==> config.mk <==
export PLATFORM = sky130hd
export DESIGN_NAME = fetch
export DESIGN_NICKNAME = d
export VERILOG_FILES = /design/src/rtl/fetch.sv
export SDC_FILE = /design/constraint.sdc
export NUM_CORES = 1
export LEC_CHECK = 0
export CORE_MARGIN = 1
export CORE_UTILIZATION = 40
export CTS_BUF_LIST = sky130_fd_sc_hd__clkbuf_16
export CTS_CLUSTER_DIAMETER = 40
export DETAILED_ROUTE_END_ITERATION = 10
export PLACE_DENSITY_LB_ADDON = 0.15
export SYNTH_ARGS = -nofsm -noshare
export SYNTH_HDL_FRONTEND = slang
export SYNTH_SLANG_ARGS = --single-unit
==> constraint.sdc <==
create_clock -name clk -period 8 [get_ports clk]
set_input_delay 2 -clock clk [delete_from_list [all_inputs] [get_ports clk]]
set_output_delay 2 -clock clk [all_outputs]
set_load 0.05 [all_outputs]
==> src/rtl/fetch.sv <==
// fetch: instruction-fetch stage feeding decode.
//
// Owns the program counter and issues in-order word requests to an
// instruction memory with variable latency. Returned words are paired with
// the PC they were fetched from and buffered in a small FIFO whose head is
// presented to decode. A redirect flushes the buffer, retargets the PC and
// marks every request still in flight as stale so its response is dropped.
//
// Ports:
//   clk, rst            clock and synchronous active-high reset
//   F_stall             decode cannot accept; head entry is held
//   F_redirect          taken jump/branch: flush and refetch from F_redirect_pc
//   F_redirect_pc       redirect target (low two bits ignored)
//   imem_req/addr       request valid and word-aligned byte address
//   imem_ready          memory accepts the request this cycle
//   imem_rvalid/rdata   in-order response valid and instruction word
//   F_valid/inst/pc     head instruction and its PC for decode (zero when empty)
module fetch #(
    parameter int              XLEN     = 32,
    parameter logic [XLEN-1:0] RESET_PC = '0,
    parameter int              DEPTH    = 2
) (
    input  logic            clk,
    input  logic            rst,
    input  logic            F_stall,
    input  logic            F_redirect,
    input  logic [XLEN-1:0] F_redirect_pc,
    output logic            imem_req,
    output logic [XLEN-1:0] imem_addr,
    input  logic            imem_ready,
    input  logic            imem_rvalid,
    input  logic [XLEN-1:0] imem_rdata,
    output logic            F_valid,
    output logic [XLEN-1:0] F_inst,
    output logic [XLEN-1:0] F_pc
);

    localparam int AW = (DEPTH > 1) ? $clog2(DEPTH) : 1;
    localparam int CW = $clog2(DEPTH + 1);
    localparam logic [CW:0] DEPTH_C = (CW + 1)'(DEPTH);

    logic [XLEN-1:0] r_pc;
    logic [CW-1:0]   r_outstanding;
    logic [CW-1:0]   r_stale;

    // Instruction buffer: word plus the PC it came from.
    logic [XLEN-1:0] r_bufInst [DEPTH];
    logic [XLEN-1:0] r_bufPc   [DEPTH];
    logic [AW-1:0]   r_head;
    logic [AW-1:0]   r_tail;
    logic [CW-1:0]   r_count;

    // PCs of requests in flight, in issue order, so a response can be tagged.
    logic [XLEN-1:0] r_trkPc [DEPTH];
    logic [AW-1:0]   r_trkHead;
    logic [AW-1:0]   r_trkTail;

    logic            w_credit;
    logic            w_fire;
    logic            w_pop;
    logic            w_write;
    logic [CW-1:0]   w_outNext;
    logic [XLEN-1:0] w_target;

    // In-flight requests plus buffered words never exceed DEPTH, so every
    // response is guaranteed a free buffer slot.
    assign w_credit  = ({1'b0, r_outstanding} + {1'b0, r_count}) < DEPTH_C;
    assign imem_req  = !rst && !F_redirect && w_credit;
    assign imem_addr = r_pc;

    assign w_fire    = imem_req && imem_ready;
    assign w_pop     = F_valid && !F_stall;
    assign w_write   = imem_rvalid && (r_stale == '0);
    assign w_outNext = r_outstanding + CW'(w_fire) - CW'(imem_rvalid);
    assign w_target  = F_redirect_pc & ~XLEN'(3);

    assign F_valid = (r_count != '0);
    assign F_inst  = F_valid ? r_bufInst[r_head] : '0;
    assign F_pc    = F_valid ? r_bufPc[r_head]   : '0;

    // PC, request tracking, stale accounting and the instruction buffer.
    // Redirect wins over stall and over any same-cycle buffer write or pop;
    // requests still in flight after this cycle become stale.
    always_ff @(posedge clk) begin
        if (rst) begin
            r_pc          <= RESET_PC;
            r_outstanding <= '0;
            r_stale       <= '0;
            r_head        <= '0;
            r_tail        <= '0;
            r_count       <= '0;
            r_trkHead     <= '0;
            r_trkTail     <= '0;
        end else begin
            r_outstanding <= w_outNext;
            if (w_fire) begin
                r_trkPc[r_trkTail] <= r_pc;
                r_trkTail          <= r_trkTail + AW'(1);
            end
            if (imem_rvalid) begin
                r_trkHead <= r_trkHead + AW'(1);
            end

            if (F_redirect) begin
                r_pc    <= w_target;
                r_head  <= '0;
                r_tail  <= '0;
                r_count <= '0;
                r_stale <= w_outNext;
            end else begin
                if (w_fire) begin
                    r_pc <= r_pc + XLEN'(4);
                end
                if (imem_rvalid && (r_stale != '0)) begin
                    r_stale <= r_stale - CW'(1);
                end
                if (w_write) begin
                    r_bufInst[r_tail] <= imem_rdata;
                    r_bufPc[r_tail]   <= r_trkPc[r_trkHead];
                    r_tail            <= r_tail + AW'(1);
                end
                if (w_pop) begin
                    r_head <= r_head + AW'(1);
                end
                r_count <= r_count + CW'(w_write) - CW'(w_pop);
            end
        end
    end

    // A response into a full buffer would mean the credit rule was broken.
    assert property (@(posedge clk) disable iff (rst)
        !(imem_rvalid && (r_count == CW'(DEPTH))));

endmodule

==> results.md <==
* Post-Syn Area per Cell at 14.2 sq um
* Commonest non-fill, non-tap cells in the layout: edfxtp_1 (184), clkdlybuf4s50_1 (161), nor2_1 (93), mux2i_1 (62), dfxtp_1 (41)
* Slew headroom at 22.6%
* Clk sink count at 226
* Nets at 906
* Hold Crit Depth at 2
* Inserted Clock Buffers at 31
* Post CTS Setup Buffer Count at 0
* VDD IR max at 151 uV
* CP required at 6.00 ns
* Total area of sequential cells at 6370 sq um
* First-pass GRT wire length at 32.9 mm
* Prevailing post-synth register cell: edfxtp_1
* Antenna violations before repair at 0
* Sequential area share after synthesis at 68.4%
* Worst endpoint data arrival time at 4.18 ns
* Hold Buf Count CTS at 0
* Status: finished clean
* CTS max path bufs at 3
* Final critical-path share of the clock period at 77.2%
* Post-CTS Resized at 0
* Die span in x at 155 um
* Worst-path clk slew at 0.06 ns
* Post-synthesis cell area at 9310 sq um
* P_leak at 4.05 nW
* Worst setup EP type: output port
* TritonCTS clock tree: yes
* Achievable frequency at 162 MHz
* RD Place Congestion at 0.843
* Hold Crit Class: flip-flop to flip-flop
* Max H-tree Level at 1
* Final setup vio count at 0
* Initial core utilization at 41.0%
* Maximum number of pins on one net before global-route repair at 65
* #FFs+latches synth at 226
* Layout cells sized above 1 at 13.1%
* Place WS at 1.84 ns
* Unique cell type count in the Yosys netlist at 63
* Final TNS setup at 0 ns
* Clk_lat worst skew at 0.54 ns
* Max-cap violations at 0
* WS Path Type: input port to output port
* Root Buffer: clkbuf_16
* Final Hold Vio Count at 0
* Avg Vias per Cell at 5.24
* Layout overhead on the synthesized area at 32.4%
* Post-synthesis cell count at 655
* RSZ-0062 raised after global routing: false
* Worst Skew at 0.0154 ns
* Peak fanout along the critical path at 31
* Pwr/cell area at 263 nW/um^2
* Minimum clock period at 6.18 ns
* Io pins at 168
* Total gr overflow at 0
* CP startpoint kind: input port
* Core footprint at 22,700 sq um
* Final worst slack at 1.82 ns
* Rows at 55
* PortBufs at 161
* Pre-antenna DRT Iters at 5
* Antenna-violating nets left at 0
* Fill count at 1,900
* Synth area leader: edfxtp_1
* Final WL at 21.1 mm
* Commonest non-fill, non-tap cell in the layout: edfxtp_1
* Yosys warns at 0
* Top post-synthesis cells by area: edfxtp_1 (59%), dfxtp_1 (9.0%), mux2i_1 (6.7%), nor2_1 (3.8%), mux2_2 (3.6%)
* N_diodes at 0
* DRC violations left at 0
* Total number of vias at 5,962
* Vias in the first global route at 6,029
* Reg2Reg Depth at 12
* Die Y-Extent at 155 um
* Routed WL per cell at 18.5 um
* Die area at 23,900 sq um
* Area of the multi-input gates at 2730 sq um
* All-layer global routing usage at 17.8%
* Number of flops mapped to enable cells by yosys at 184
* Asr flop ratio synth at 0%
* Post-DP HPWL at 13.4 mm
* First DRT Iteration DRCs at 336
* Worst slew pin tran at 1.16 ns
* Final max-slew violation count at 0
* Top cell type's share of synthesized area at 59.4%
==> cells in the mapped netlist (all sizes together) (3+ instances only) <==
master / instances
xnor2: 14
nand2: 18
or4: 3
xor2: 5
mux2i: 62
a21oi: 7
a311oi: 8
nor2: 95
mux2: 30
a311o: 3
o31ai: 4
nand4: 12
and3: 4
dfxtp: 42
ha: 6
clkbuf: 22
inv: 16
nor2b: 4
nor3: 15
buf: 12
a211oi: 10
and4: 4
edfxtp: 184
nor4: 10
or3: 7
and2: 6
nand3: 11
o21ai: 4
==> power by group <==
part	internal [mW]	total [mW]	leakage, nW	switching [mW]
registers	1.32	1.36	2.03	0.0403
clock network	0.936	1.45	0.547	0.510
logic	0.158	0.427	1.48	0.269
total	2.42	3.24	4.05	0.819
==> cell type report <==
| type | instances | area share, % |
|---|---|---|
| sequential | 226 | 51.7 |
| multi-input combinational | 380 | 22.1 |
| timing repair buffer | 173 | 13.8 |
| clock buffer | 31 | 6.29 |
| tap | 285 | 2.89 |
| clock inverter | 26 | 2.70 |
| inverter | 17 | 0.518 |
==> through the flow <==
step | hold WS [ns] | cell area [sq um] | total power [mW] | util [%] | std cells
4_1_cts | 0.514 | 12300 | 3.27 | 54.3 | 1138
3_5_place_dp | 0.506 | 11200 | 1.82 | 49.4 | 1081
5_1_grt | 0.550 | 12300 | 3.36 | 54.3 | 1138
6_report | 0.522 | 12300 | 3.24 | 54.3 | 1138
3_3_place_gp | 0.498 | 11200 | 1.81 | 49.4 | 1081
2_1_floorplan | 0.480 | 9320 | 1.66 | - | 658
==> sequential cells by signal, summed over array words and instances, names as in the netlist, 2 cells and up, named ones only <==
signal         flops
r_outstanding      2
r_stale            2
r_count            2
r_bufPc           60
r_trkPc           60
r_bufInst         64
imem_addr         30
==> worst max-delay path, stage by stage <==
cell and delay, ns:
clkdlybuf4s50_1 0.40, buf_4 0.25, or2_2 0.43, nor3_1 0.24, clkdlybuf4s50_1 0.85
==> cell families after synthesis <==
logic type / Yosys count / share of synthesized area, %
DFF: 226 / 68.4
AOI/OAI and AO/OA: 57 / 4.79
and+or+nand+nor: 201 / 11.0
other: 1 / 0.0403
xor gates and xnor gates: 19 / 1.79
buffers and inverters: 52 / 2.63
adders and majority gates: 7 / 1.02
muxes: 92 / 10.3
==> layer usage <==
metal  vias to the layer above  routed length (um)  GRT usage (%)
li1                       2821                   -              -
met1                      2857                8840           22.1
met2                       239               10000           30.0
met3                        45                1530           3.87
met4                         0                 639           7.73
met5                         -                   0              0
==> final timing paths <==
check	endpoint	slack (ns)	from
worst max-delay path	imem_req	1.82	rst
worst min-delay path	flip-flop	0.52	r_trkHead$_SDFFE_PP0P_
worst max register to register	r_stale[1]$_SDFFE_PP0P_	4.56	r_count[0]$_SDFF_PP0_
worst min register to register	flip-flop	0.52	r_trkHead$_SDFFE_PP0P_
Power figures use the tool's default switching activity.
